===== src/rtl/memory_stage_pkg.sv =====
// rtl/memory_stage_pkg.sv - shared encodings for the memory stage
package memory_stage_pkg;

    // Writeback result source select
    localparam logic [1:0] RS_ALU  = 2'b00;
    localparam logic [1:0] RS_LOAD = 2'b01;
    localparam logic [1:0] RS_PC4  = 2'b10;

    // Load funct3 encodings
    localparam logic [2:0] F3_LB  = 3'b000;
    localparam logic [2:0] F3_LH  = 3'b001;
    localparam logic [2:0] F3_LW  = 3'b010;
    localparam logic [2:0] F3_LBU = 3'b100;
    localparam logic [2:0] F3_LHU = 3'b101;

    // Store funct3 encodings
    localparam logic [2:0] F3_SB = 3'b000;
    localparam logic [2:0] F3_SH = 3'b001;
    localparam logic [2:0] F3_SW = 3'b010;

    // Access size lives in funct3[1:0] for both loads and stores
    localparam logic [1:0] SZ_BYTE = 2'b00;
    localparam logic [1:0] SZ_HALF = 2'b01;
    localparam logic [1:0] SZ_WORD = 2'b10;

    typedef enum logic {
        IDLE = 1'b0,
        WAIT = 1'b1
    } state_t;

endpackage


===== src/rtl/memory_stage_load_align.sv =====
// rtl/memory_stage_load_align.sv - load lane select and sign/zero extension
module load_align
    import memory_stage_pkg::*;
(
    input  logic [31:0] rdata,
    input  logic [1:0]  lane,
    input  logic [2:0]  funct3,
    output logic [31:0] data
);

    logic [7:0]  byte_sel;
    logic [15:0] half_sel;

    // Pick the addressed byte/halfword out of the word and extend it
    always_comb begin
        byte_sel = rdata[{lane, 3'b000} +: 8];
        half_sel = lane[1] ? rdata[31:16] : rdata[15:0];
        case (funct3)
            F3_LB:   data = {{24{byte_sel[7]}}, byte_sel};
            F3_LH:   data = {{16{half_sel[15]}}, half_sel};
            F3_LW:   data = rdata;
            F3_LBU:  data = {24'h0, byte_sel};
            F3_LHU:  data = {16'h0, half_sel};
            default: data = rdata;
        endcase
    end

endmodule


===== src/rtl/memory_stage.sv =====
// rtl/memory_stage.sv - pipeline MEM stage with data memory handshake and MEM/WB register
module memory_stage
    import memory_stage_pkg::*;
#(
    parameter int D_WIDTH = 32
) (
    input  logic               clk,
    input  logic               rst,
    input  logic               valid_m_i,
    input  logic               reg_write_m_i,
    input  logic [1:0]         result_src_m_i,
    input  logic               mem_write_m_i,
    input  logic [2:0]         funct3_m_i,
    input  logic [D_WIDTH-1:0] alu_result_m_i,
    input  logic [D_WIDTH-1:0] write_data_m_i,
    input  logic [4:0]         rd_m_i,
    input  logic [D_WIDTH-1:0] pc_plus4_m_i,
    output logic               dmem_req_o,
    output logic               dmem_we_o,
    output logic [D_WIDTH-1:0] dmem_addr_o,
    output logic [3:0]         dmem_be_o,
    output logic [D_WIDTH-1:0] dmem_wdata_o,
    input  logic               dmem_ack_i,
    input  logic [D_WIDTH-1:0] dmem_rdata_i,
    output logic               reg_write_w_o,
    output logic [1:0]         result_src_w_o,
    output logic [D_WIDTH-1:0] alu_result_w_o,
    output logic [D_WIDTH-1:0] read_data_w_o,
    output logic [4:0]         rd_w_o,
    output logic [D_WIDTH-1:0] pc_plus4_w_o,
    output logic               stall_m_o,
    output logic               misalign_o
);

    state_t             state_q;
    state_t             state_d;
    logic               is_load;
    logic               mem_op;
    logic               misaligned;
    logic               access;
    logic [D_WIDTH-1:0] load_data;

    assign is_load = (result_src_m_i == RS_LOAD);
    assign mem_op  = valid_m_i && (is_load || mem_write_m_i);
    assign access  = mem_op && !misaligned;

    // Alignment check on the effective address for the access size
    always_comb begin
        misaligned = 1'b0;
        if (mem_op) begin
            case (funct3_m_i[1:0])
                SZ_HALF: misaligned = alu_result_m_i[0];
                SZ_WORD: misaligned = (alu_result_m_i[1:0] != 2'b00);
                default: misaligned = 1'b0;
            endcase
        end
    end

    // FSM state register; reset aborts any outstanding access
    always_ff @(posedge clk or posedge rst) begin
        if (rst) begin
            state_q <= IDLE;
        end else begin
            state_q <= state_d;
        end
    end

    // FSM next state: park in WAIT until the memory acknowledges
    always_comb begin
        state_d = state_q;
        case (state_q)
            IDLE:    if (access && !dmem_ack_i) state_d = WAIT;
            WAIT:    if (dmem_ack_i) state_d = IDLE;
            default: state_d = IDLE;
        endcase
    end

    // FSM outputs: request in IDLE on a new access or throughout WAIT.
    // EX/MEM is frozen while stalled, so address/data stay driven from it.
    // Request is masked during reset so an in-flight access is dropped at once.
    always_comb begin
        dmem_req_o = 1'b0;
        if (!rst) begin
            case (state_q)
                IDLE:    dmem_req_o = access;
                WAIT:    dmem_req_o = 1'b1;
                default: dmem_req_o = 1'b0;
            endcase
        end
        stall_m_o = dmem_req_o && !dmem_ack_i;
        dmem_we_o = dmem_req_o && mem_write_m_i;
    end

    // Word address plus byte enables and lane-replicated store data
    always_comb begin
        dmem_addr_o = {alu_result_m_i[D_WIDTH-1:2], 2'b00};
        case (funct3_m_i[1:0])
            SZ_BYTE: begin
                dmem_be_o    = 4'b0001 << alu_result_m_i[1:0];
                dmem_wdata_o = {4{write_data_m_i[7:0]}};
            end
            SZ_HALF: begin
                dmem_be_o    = 4'b0011 << alu_result_m_i[1:0];
                dmem_wdata_o = {2{write_data_m_i[15:0]}};
            end
            default: begin
                dmem_be_o    = 4'b1111;
                dmem_wdata_o = write_data_m_i;
            end
        endcase
    end

    load_align u_load_align (
        .rdata  (dmem_rdata_i),
        .lane   (alu_result_m_i[1:0]),
        .funct3 (funct3_m_i),
        .data   (load_data)
    );

    // MEM/WB register: bubble on stall, empty slot or misaligned access
    always_ff @(posedge clk or posedge rst) begin
        if (rst) begin
            reg_write_w_o  <= 1'b0;
            result_src_w_o <= RS_ALU;
            alu_result_w_o <= '0;
            read_data_w_o  <= '0;
            rd_w_o         <= '0;
            pc_plus4_w_o   <= '0;
            misalign_o     <= 1'b0;
        end else begin
            misalign_o <= mem_op && misaligned;
            if (stall_m_o || !valid_m_i || misaligned) begin
                reg_write_w_o  <= 1'b0;
                result_src_w_o <= RS_ALU;
                alu_result_w_o <= '0;
                read_data_w_o  <= '0;
                rd_w_o         <= '0;
                pc_plus4_w_o   <= '0;
            end else begin
                reg_write_w_o  <= reg_write_m_i;
                result_src_w_o <= result_src_m_i;
                alu_result_w_o <= alu_result_m_i;
                read_data_w_o  <= is_load ? load_data : '0;
                rd_w_o         <= rd_m_i;
                pc_plus4_w_o   <= pc_plus4_m_i;
            end
        end
    end

endmodule


===== config.mk =====
export PLATFORM = sky130hd
export DESIGN_NAME = memory_stage
export DESIGN_NICKNAME = d
export VERILOG_FILES = /design/src/rtl/memory_stage_pkg.sv /design/src/rtl/memory_stage_load_align.sv /design/src/rtl/memory_stage.sv
export SDC_FILE = /design/constraint.sdc
export NUM_CORES = 1
export LEC_CHECK = 0
export CAP_MARGIN = 10
export CORE_AREA = 4 4 122 124
export CTS_CLUSTER_SIZE = 20
export DETAILED_ROUTE_END_ITERATION = 10
export DIE_AREA = 0 0 126 128
export DONT_BUFFER_PORTS = 1
export PLACE_DENSITY = 0.57
export SYNTH_ARGS = -nofsm -noshare
export SYNTH_HDL_FRONTEND = slang
export SYNTH_SLANG_ARGS = --single-unit

===== constraint.sdc =====
create_clock -name clk -period 5.2 [get_ports clk]
set_input_delay 1.04 -clock clk [delete_from_list [all_inputs] [get_ports clk]]
set_output_delay 1.04 -clock clk [all_outputs]
set_load 0.01 [all_outputs]

Yosys cells after proc, flatten, opt, wreduce, memory -nomap -nowiden

Cells that the tools add are included.

Shifts and indexed selects: 3
Reductions and logical operators: 15
Mux-type cells: 18
Equality and inequality tests: 6
Bitwise gates (word level): 1

Operators with widths:

| operator            | count |
|---|---|
| $mux 32             | 4 |
| $pmux 32 s4         | 1 |
| $pmux 32 s2         | 1 |
| $shiftx 32x6->8     | 1 |
| $mux 16             | 1 |
| $pmux 4 s2          | 1 |
| $eq 3x3->1 const B  | 2 |
| $logic_and 1x1->1   | 6 |
| $pmux 1 s2          | 3 |
| $mux 1              | 5 |
| $mux 5              | 1 |
| $eq 2x1->1 const B  | 2 |
| $shl 1x2->4 const A | 1 |
| $shl 2x2->4 const A | 1 |
| $eq 3x1->1 const B  | 1 |
| $logic_not 1->1     | 3 |
| $logic_not 3->1     | 1 |
| $logic_or 1x1->1    | 3 |
| $eq 2x2->1 const B  | 1 |
| $logic_not 2->1     | 1 |
| $mux 2              | 1 |
| $reduce_bool 2->1   | 1 |
| $not 1->1           | 1 |

Register bits after elaboration: 106
Logic and storage cells: 51

Logic depth before layout (Yosys ltp)

Gate-level depths: netlist of the first run.

Depth after elaboration: 12
Gate-level depth with buffers: 9
Mapped depth without buffers: 6

Modules after synthesis

From an unflattened synthesis of the first run, not the netlist that was laid out.

Cell total of the unflattened synthesis: 648
Area, all modules: 6262.3 um2

By module, submodules not included:

| module       | cells each | instances | area an instance (um2) |
|---|---|---|---|
| memory_stage | 530        | 1         | 5501.5 |
| load_align   | 118        | 1         | 760.7 |

Worst setup path before layout of the first run

No wires, ideal clock.

Path kind: input port to output port
Start: input funct3_m_i[1]
End: output dmem_be_o[0]
Buffers on the path: 4
Arrival: 2556 ps
Cell stages on the path: 8
Path slack: 1604 ps
Path through: clkbuf_1 -> inv_1 -> ha_1 -> buf_2 -> or2_2 -> clkbuf_1 -> buf_2 -> o21ai_0

Longest elaborated chain between the ends: 2
Elaborated cells on any way between the ends: 3
Classes of those cells: eq/ne (1); mux (1); reduce/logical (1)

RTL lines:

| what                                                 | line               | source |
|---|---|---|
| start: declaration                                   | memory_stage.sv:13 | `input logic [2:0] funct3_m_i,` |
| $eq 2x1->1 / $logic_not 2->1 (equally long branches) | memory_stage.sv:97 | `case (funct3_m_i[1:0])` |
| $pmux 4 s2 (*)                                       | memory_stage.sv:97 |  |
| end: declaration                                     | memory_stage.sv:21 | `output logic [3:0] dmem_be_o,` |

Every way passes the cells marked *; elsewhere a longest branch is shown, timed or not.

Worst setup path in the final report of the first run

Start: input funct3_m_i[0]
End: output dmem_wdata_o[29]

Longest elaborated chain between the ends: 2
Elaborated cells on any way between the ends: 3
Classes of those cells: eq/ne (1); mux (1); reduce/logical (1)

RTL lines:

| what                                                 | line               | source |
|---|---|---|
| $eq 2x1->1 / $logic_not 2->1 (equally long branches) | memory_stage.sv:97 |  |
| $pmux 32 s2 (*)                                      | memory_stage.sv:97 |  |
| end: declaration                                     | memory_stage.sv:22 | `output logic [D_WIDTH-1:0] dmem_wdata_o,` |

Marks and branches as above.

==> metrics.cfg, run 1 <==
[outcome]
status = finished clean

[logic_synthesis]
synth_ff_type = dfrtp_1
yosysWarningCount = 0
synth_top_area_share_pct = 55.3
synth_cells = 420
synth_area_leaders = dfrtp_1 (55%), a21boi_0 (7.2%), buf_4 (6.3%)
synth_edf_count = 0
synth_seq_cells = 106
synth.distinct_cells = 42
syn_area_mm2 = 0.00479
avgSynthCellArea_um2 = 11.4
synth-seq-area-share_pct = 55.3
async_flop_share_pct = 100
yosysTopAreaCell = dfrtp_1

[clock_network]
htreeDepth = 3
clock_sinks = 106
cts_buffers = 9
ctsLongestPathBuffers = 2
cts_tree = done
ctsHoldBuffers = 0
ctsResizeCount = 0
post_cts_buffers = 0
clockRootBuffer = clkbuf_16
insertion_delay_ns = 0.35
clk_pin_slew_ns = 0.07

[worst_setup_path]
r2r_slack_ns = 2.99
startpoint = funct3_m_i[0]
r2r-start = state_q
crit_family = simple AND/OR/NAND/NOR gates
critical_path.startpoint_type = primary input
r2r-end = pc_plus4_w_o[6]
crit_path_end_kind = primary output
worst_ep_arrival_time_ns = 2.57
path_cells = inv_1 > ha_1 > nor2_2 > nand2_1 > nand2_1
cpPeakStageDelay_ns = 0.76
reg2reg_depth = 3
cp_data_required_time_ns = 4.16
cpMaxStageDelayCell = nor2_2
critPathBufInv = 1
criticalPathCategory = primary input to primary output
crit_path_frequent_cell = nand2_1
cp_max_fo = 23

[routing]
route.detailed.drc = 0
firstDrtPassIters = 4
wl_per_cell_um = 24.0
drtAntennaViolNets = 0
drt_wl_total_mm = 13.2
vias = 3042
drt_iter0_drc = 168
avgViaCountPerCell = 5.52

[cells_and_area]
final_area_mm2 = 0.00491
layout.nets = 513
syn2layout_area_growth_pct = 2.51
drive_above_1_share_pct = 15.1
fin_cells = 551
fillCellCount = 1362
antenna_cells = 0

[timing]
drv_slew = 0
finClkSkew_ns = 0.00617
setup_viol = 0
worst_slew_pin_slew_ns = 1.16
setup_tns_ns = 0
fmax_ghz = 0.277
rsz0062_at_grt = false
finalHoldViolations = 0
period_share_pct = 69.5
timing.slew.headroom_pct = 22.3
post-route-min-period_ns = 3.61
timing.final.ws_setup_ns = 1.59

[worst_hold_path]
min_from = state_q
min_to = state_q
min-delay-path-class = flip-flop to flip-flop
whs_path_depth = 2

[floorplanning]
die_x_um = 126
row_count = 43
die-height_um = 128
core_area_mm2 = 0.0138
initial_core_util_pct = 34.8
ios = 320
die_area_mm2 = 0.0161

[power_and_ir_drop]
p_leak_nw = 2.21
total_power_mw = 1.77
irDropWorstVdd_mv = 0.131
power-per-cell-area_mw_per_mm2 = 360

[grt]
first_global_vias = 3198
grt_pass1_wl_mm = 19.8
antenna_found_initial = 0
grt_max_degree = 66
grt_usage_pct = 15.9
overflow = 0

[placement]
pre_cts_ws_ns = 1.61
place_area_mm2 = 0.00462
dp_hpwl_mm = 10.1
dp_cells = 535
gp_congestion = 0.851
io_buffers = 0

[job]
max-cap-violations = 0

## registers in the layout, indices dropped and copies added (netlist names)
signal          count
alu_result_w_o     32
state_q             1
misalign_o          1
result_src_w_o      2
reg_write_w_o       1
read_data_w_o      32
rd_w_o              5
pc_plus4_w_o       32
## routing by layer
metal / routed length (um) / GRT usage, %
met1: 4510 / 17.0
met2: 7100 / 28.8
met3: 1270 / 4.79
met4: 342 / 7.19
met5: 0 / 0
## worst max path at each step
stage                                   end  slack [ns]  cells past startpoint
after floorplan           alu_result_w_o[0]        1.37                      1
after global placement     dmem_wdata_o[29]        1.70                      5
after detailed placement       dmem_be_o[2]        1.61                      5
after CTS                      dmem_be_o[2]        1.61                      5
after global routing       dmem_wdata_o[27]        1.42                      5
final                      dmem_wdata_o[29]        1.59                      5
## cells in the mapped netlist (all sizes together) (2+ instances only)
library cell / instances
dfrtp: 106
a21boi: 71
buf: 56
nor2: 38
nand2: 27
a22oi: 23
a21oi: 19
mux2: 16
clkbuf: 14
a22o: 8
o21ai: 7
inv: 4
nor2b: 4
ha: 3
or2: 3
and2: 2
nand3: 2
nor3b: 2
o211ai: 2
## logic make-up after synthesis
kind of cell             Yosys count  share of synthesized area, %
AO/OA/AOI/OAI                    137                          21.1
flip-flops                       106                          55.3
AND/OR/NAND/NOR                   82                          9.00
buffers and inverters             74                          9.66
multiplexers                      17                          4.04
adder cells (fa/ha/maj)            3                         0.783
other                              1                        0.0782
## layout by cell type (no fill, tap or decap), types with 2 or more instances in the layout
cell type  netlist  routed
ha_1             3       3
nor3b_1          2       2
nor2_2           2       2
nand3_1          2       2
inv_6            0       2
inv_1            4       3
clkbuf_16        0       9
a21boi_1        25      25
a21boi_0        46      46
nand2_1         27      27
nor2_4           9       9
a22o_1           8       8
o21ai_0          6       6
and2_1           2       2
inv_8            0       2
a22oi_1         23      23
or2_2            3       3
mux2_2          15      15
a21oi_1         19      19
nor2b_1          4       4
buf_4           40       4
nor2_1          27      27
dfrtp_1        106     106
conb_1           1       2
## where the power goes
group          leakage, nW  internal, mW  switching, mW  total, mW
combinational        0.664        0.0608          0.112      0.173
sequential            1.41         0.872         0.0485      0.921
clock                0.143         0.340          0.337      0.677
total                 2.21          1.27          0.497       1.77
## worst register-to-register path, stage by stage (launching register included)
cell,delay (ns)
dfrtp_1,0.39
nand3b_1,0.83
buf_4,0.59
a21boi_0,0.30
## final cells by class
class / instances / area (um^2) / share of cell area [%]
clock buffers: 9 / 225 / 4.58
clock inverters: 7 / 72.6 / 1.48
inverters: 4 / 17.5 / 0.356
multi-input cells: 241 / 1690 / 34.4
flip-flops and latches: 106 / 2650 / 54.0
well taps: 180 / 225 / 4.58
repair buffers: 4 / 30.0 / 0.611
## per-stage QoR
step / hold slack [ns] / util, %
after floorplan: 0.500 / -
after global placement: 0.529 / 33.5
after detailed placement: 0.568 / 33.5
after CTS: 0.587 / 35.7
after global routing: 0.632 / 35.7
final: 0.572 / 35.7
Power figures use the tool's default switching activity.
==> run 2: changes to the inputs <==
Clock period 5.2 ns to 3.5 ns, I/O delays scaled along.
==> run 2 against run 1 <==
  * Clock skew up 0.0017 ns
  * Sequential power up 49%
  * Sequential share of layout area down 0.44 points
  * Core utilization up 0.29 points
  * Largest cell class unchanged
  * Non-clock buffer count up 5
  * Highest routed layer unchanged
  * Critical path depth up 1
  * Critical path type unchanged
==> metrics.cfg, run 2 (synthesis results as in run 1) <==
[clock_network]
ctsResizeCount = 0  ; unchanged
ctsHoldBuffers = 0  ; unchanged
cts_buffers = 9  ; unchanged
clockRootBuffer = clkbuf_16  ; unchanged
ctsLongestPathBuffers = 2  ; unchanged
post_cts_buffers = 0  ; unchanged
clock_sinks = 106  ; unchanged
htreeDepth = 3  ; unchanged
insertion_delay_ns = 0.35  ; about the same
clk_pin_slew_ns = 0.08  ; was 0.07 ns
cts_tree = done  ; unchanged

[timing]
fmax_ghz = 0.374
fin_hold_ws_ns = 0.408  ; was 0.572 ns
post-route-min-period_ns = 2.68
timing.slew.headroom_pct = 37.8  ; was 22.3%
worst_slew_pin_slew_ns = 0.932  ; was 1.16 ns
finClkSkew_ns = 0.00790  ; was 0.00617 ns
setup_viol = 0  ; unchanged
setup_tns_ns = 0  ; unchanged
finalHoldViolations = 0  ; unchanged
drv_slew = 0  ; unchanged
period_share_pct = 76.5
rsz0062_at_grt = false  ; unchanged

[job]
max-cap-violations = 0  ; unchanged

[routing]
vias = 3041  ; was 3042
wl_per_cell_um = 24.1  ; was 24.0 um
firstDrtPassIters = 4  ; unchanged
avgViaCountPerCell = 5.47  ; was 5.52
drt_iter0_drc = 167  ; was 168
route.detailed.drc = 0  ; unchanged
drtAntennaViolNets = 0  ; unchanged
drt_wl_total_mm = 13.4  ; was 13.2 mm

[grt]
grt_usage_pct = 16.1  ; was 15.9%
grt_pass1_wl_mm = 19.9  ; was 19.8 mm
grt_max_degree = 75  ; was 66
antenna_found_initial = 0  ; unchanged
overflow = 0  ; unchanged
first_global_vias = 3264  ; was 3198

[floorplanning]
core_area_mm2 = 0.0138  ; unchanged
initial_core_util_pct = 34.8  ; unchanged
die-height_um = 128  ; unchanged
row_count = 43  ; unchanged
die_x_um = 126  ; unchanged
ios = 320  ; unchanged
die_area_mm2 = 0.0161  ; unchanged

[worst_setup_path]
crit_path_end_kind = primary output  ; unchanged
cp_data_required_time_ns = 2.80  ; was 4.16 ns
cpPeakStageDelay_ns = 0.39  ; was 0.76 ns
r2r-start = state_q  ; unchanged
critical_path.startpoint_type = primary input  ; unchanged
cpMaxStageDelayCell = nor3b_1  ; was nor2_2
path_cells = inv_1 > ha_1 > o211ai_1 > and2_1 > a21oi_1 > nor3b_1  ; was inv_1 > ha_1 > nor2_2 > nand2_1 > nand2_1
critPathBufInv = 1  ; unchanged
crit_family = simple AND/OR/NAND/NOR gates  ; unchanged
worst_ep_arrival_time_ns = 1.98  ; was 2.57 ns
startpoint = funct3_m_i[0]  ; unchanged
criticalPathCategory = primary input to primary output  ; unchanged
cp_max_fo = 4  ; was 23

[cells_and_area]
layout.nets = 518  ; was 513
fillCellCount = 1383  ; was 1362
syn2layout_area_growth_pct = 3.34  ; was 2.51%
antenna_cells = 0  ; unchanged
seq_area_mm2 = 0.00265  ; unchanged
final_common_cell = dfrtp_1  ; unchanged
drive_above_1_share_pct = 16.2  ; was 15.1%
layout_common_cells = dfrtp_1 (106), a21boi_0 (46), nand2_1 (27), nor2_1 (27), a21boi_1 (25)  ; unchanged
multi_input_area_mm2 = 0.00169  ; unchanged
largestRegisters = alu_result_w_o (32), pc_plus4_w_o (32), read_data_w_o (32)  ; unchanged

[power_and_ir_drop]
power-per-cell-area_mw_per_mm2 = 528  ; was 360 mW/mm^2
irDropWorstVdd_mv = 0.225  ; was 0.131 mV
p_leak_nw = 2.24  ; was 2.21 nW

[placement]
io_buffers = 0  ; unchanged
dp_hpwl_mm = 10.2  ; was 10.1 mm
gp_congestion = 0.784  ; was 0.851

[worst_hold_path]
min-delay-path-class = primary input to asynchronous set/reset pin  ; was flip-flop to flip-flop

[outcome]
status = finished clean  ; unchanged

[run 2: cell count changes in the layout (fill, tap and decap cells not counted)]
cell        before  now
clkinvlp_4       1    0
inv_6            2    1
clkinv_2         0    1
clkinv_4         1    3
buf_12           0    1
clkinv_8         1    0
buf_4            4    8
[run 2: layout make-up]
cell class	instances	share of cell area, %
flip-flops and latches	106	53.5
multi-input cells	241	34.1
clock buffers	9	4.55
well taps	180	4.55
repair buffers	9	1.62
clock inverters	7	1.26
inverters	4	0.354
[run 2: power by group]
part | leakage, nW | switching, mW | internal [mW]
sequential | 1.41 | 0.0720 | 1.30
clock | 0.144 | 0.485 | 0.498
combinational | 0.693 | 0.169 | 0.0962
total | 2.24 | 0.726 | 1.89
[run 2: worst paths after layout]
path | to | slack, ns | cells past startpoint
setup / recovery | dmem_we_o | 0.82 | 6
hold / removal | state_q | 0.41 | 1
setup reg to reg | pc_plus4_w_o[0] | 2.24 | 3
hold reg to reg | state_q | 0.59 | 2
max in group asynchronous | read_data_w_o[31] | 2.27 | 2
min in group clk | state_q | 0.41 | 1
[run 2: metrics by stage]
| stage | power (mW) | instances | worst slack [ns] | cell area, um^2 | utilization [%] |
|---|---|---|---|---|---|
| 2_1_floorplan | 1.64 | 421 | 0.0111 | 4800 | - |
| 3_3_place_gp | 1.65 | 540 | 0.853 | 4670 | 33.9 |
| 3_5_place_dp | 1.66 | 540 | 0.827 | 4670 | 33.9 |
| 4_1_cts | 2.66 | 556 | 0.817 | 4950 | 36.0 |
| 5_1_grt | 2.75 | 556 | 0.746 | 4950 | 36.0 |
| 6_report | 2.62 | 556 | 0.824 | 4950 | 36.0 |
[run 2: routing by layer]
metal	track usage [%]	part of all wire, %
met1	17.8	35
met2	28.7	54
met3	4.83	9.4
met4	6.69	2.1
met5	0	0
==> variant, RTL diff (settings of run 2) <==
Make the reset (`rst`) synchronous in 2 clocked blocks.
--- a/src/rtl/memory_stage.sv
+++ b/src/rtl/memory_stage.sv
@@ -57,7 +57,7 @@
     end
 
     // FSM state register; reset aborts any outstanding access
-    always_ff @(posedge clk or posedge rst) begin
+    always_ff @(posedge clk) begin
         if (rst) begin
             state_q <= IDLE;
         end else begin
@@ -118,7 +118,7 @@
     );
 
     // MEM/WB register: bubble on stall, empty slot or misaligned access
-    always_ff @(posedge clk or posedge rst) begin
+    always_ff @(posedge clk) begin
         if (rst) begin
             reg_write_w_o  <= 1'b0;
             result_src_w_o <= RS_ALU;
Function: differs if rst is asserted again (counterexample within 4 cycles, from zero or initial values and one cycle with rst high); with rst held inactive, the same outputs for 10 cycles.
==> variant against run 2 <==
- sequential cell count is the same
- setup slack improved by 150 ps
- wire length fell by 7.5%
- design area decreased by 10%
- synthesized area down 7.8%
- global-route usage is 1.6 points lower
- via count is 1.6% higher
- power decreased by 4.3%
- largest power group unchanged
- clock skew shrank 3.1 ps
==> variant: results (changes against run 2) <==
power.net_switching_mw: 0.670  # -7.8%
n_all_inverters: 10  # +6
synth.area.top_cells: "sky130_fd_sc_hd__dfxtp_1 (48%), sky130_fd_sc_hd__and3_1 (10%), sky130_fd_sc_hd__buf_4 (7.1%)"
dp.cells: 565  # +4.6%
fill_cells: 1441  # +4.2%
worst_clock_skew_ps: 4.75  # -3.15 ps
multiInputGateArea_um2: 1720  # +1.6%
critical_path.max_stage_delay_ps: 370  # -20 ps
critical_r2r_launch: "state_q"
hpwl_um: 9670  # -5.1%
layout.nonclk_buf_share_pct: 0.676  # -0.94 points
netlist_top_cells_count: "sky130_fd_sc_hd__dfxtp_1 (106), sky130_fd_sc_hd__and3_1 (72), sky130_fd_sc_hd__nand2_1 (47)"
status: "completed"
route.met2.wl_um: 5920  # -18%
postSynthCellCount: 459  # +9.3%
layout.comb_gates.multi_input: 265  # +10%
final_layout_size_suffix_gt1_share_pct: 12.5  # -3.8 points
power.combinational.total_mw: 0.206  # -22%
routed-wl-met3_um: 1280  # +1.3%
total_leakage_power_nw: 2.00  # -11%
clock_tree_area_fraction_pct: 6.93  # +1.1 points
totalWireLength_um: 12400  # -7.5%
r2r-end: "pc_plus4_w_o[12]"
gpl.final_weighted_congestion: 0.845  # +7.9%
slowest_stage: "sky130_fd_sc_hd__nand2b_1"
grt_max_degree: 73  # -2.7%
timing_worst_slew_pin_value_ps: 535  # -398 ps
variant: cell count changes in the layout (fill, tap and decap cells not counted), moves of 10 or more:
cell / change
sky130_fd_sc_hd__dfrtp_1: -106
sky130_fd_sc_hd__a21boi_1: -25
sky130_fd_sc_hd__o21ai_0: +10
sky130_fd_sc_hd__nor2_1: -17
sky130_fd_sc_hd__dfxtp_1: +106
sky130_fd_sc_hd__nand2_1: +20
sky130_fd_sc_hd__and3_1: +72
sky130_fd_sc_hd__a21boi_0: -46
sky130_fd_sc_hd__a21oi_2: +10
variant: per-layer routing:
layer,vias up,GRT usage (%)
li1,1428,-
met1,1448,17.6
met2,197,22.8
met3,18,5.58
met4,0,6.50
met5,-,0
variant: worst reg2reg max path, stage by stage, from the launching register on:
cell,delay (ps)
sky130_fd_sc_hd__dfxtp_1,360
sky130_fd_sc_hd__nand2b_1,80
sky130_fd_sc_hd__a22o_4,410
sky130_fd_sc_hd__and3_1,320
variant: worst max path at each step:
stage          cells after the start          endpoint  slack [ps]     startpoint
2_1_floorplan                      8         dmem_we_o         620  funct3_m_i[1]
5_1_grt                            6         stall_m_o         830  funct3_m_i[1]
3_3_place_gp                       6         dmem_we_o         950  funct3_m_i[1]
4_1_cts                            6         dmem_we_o         920  funct3_m_i[1]
6_report                           5  dmem_wdata_o[10]         970  funct3_m_i[1]
3_5_place_dp                       6         dmem_we_o         930  funct3_m_i[1]
variant: stage by stage:
stage,instance area (µm²),utilization (%)
2_1_floorplan,4430,-
3_3_place_gp,4130,30.0
3_5_place_dp,4130,30.0
4_1_cts,4440,32.2
5_1_grt,4440,32.2
6_report,4440,32.2
variant: cells by family after synthesis:
logic type | after synthesis
simple gates | 146
flops | 106
compound gates | 103
buf+inv | 89
mux | 11
fa+ha+maj | 3
other cells | 1
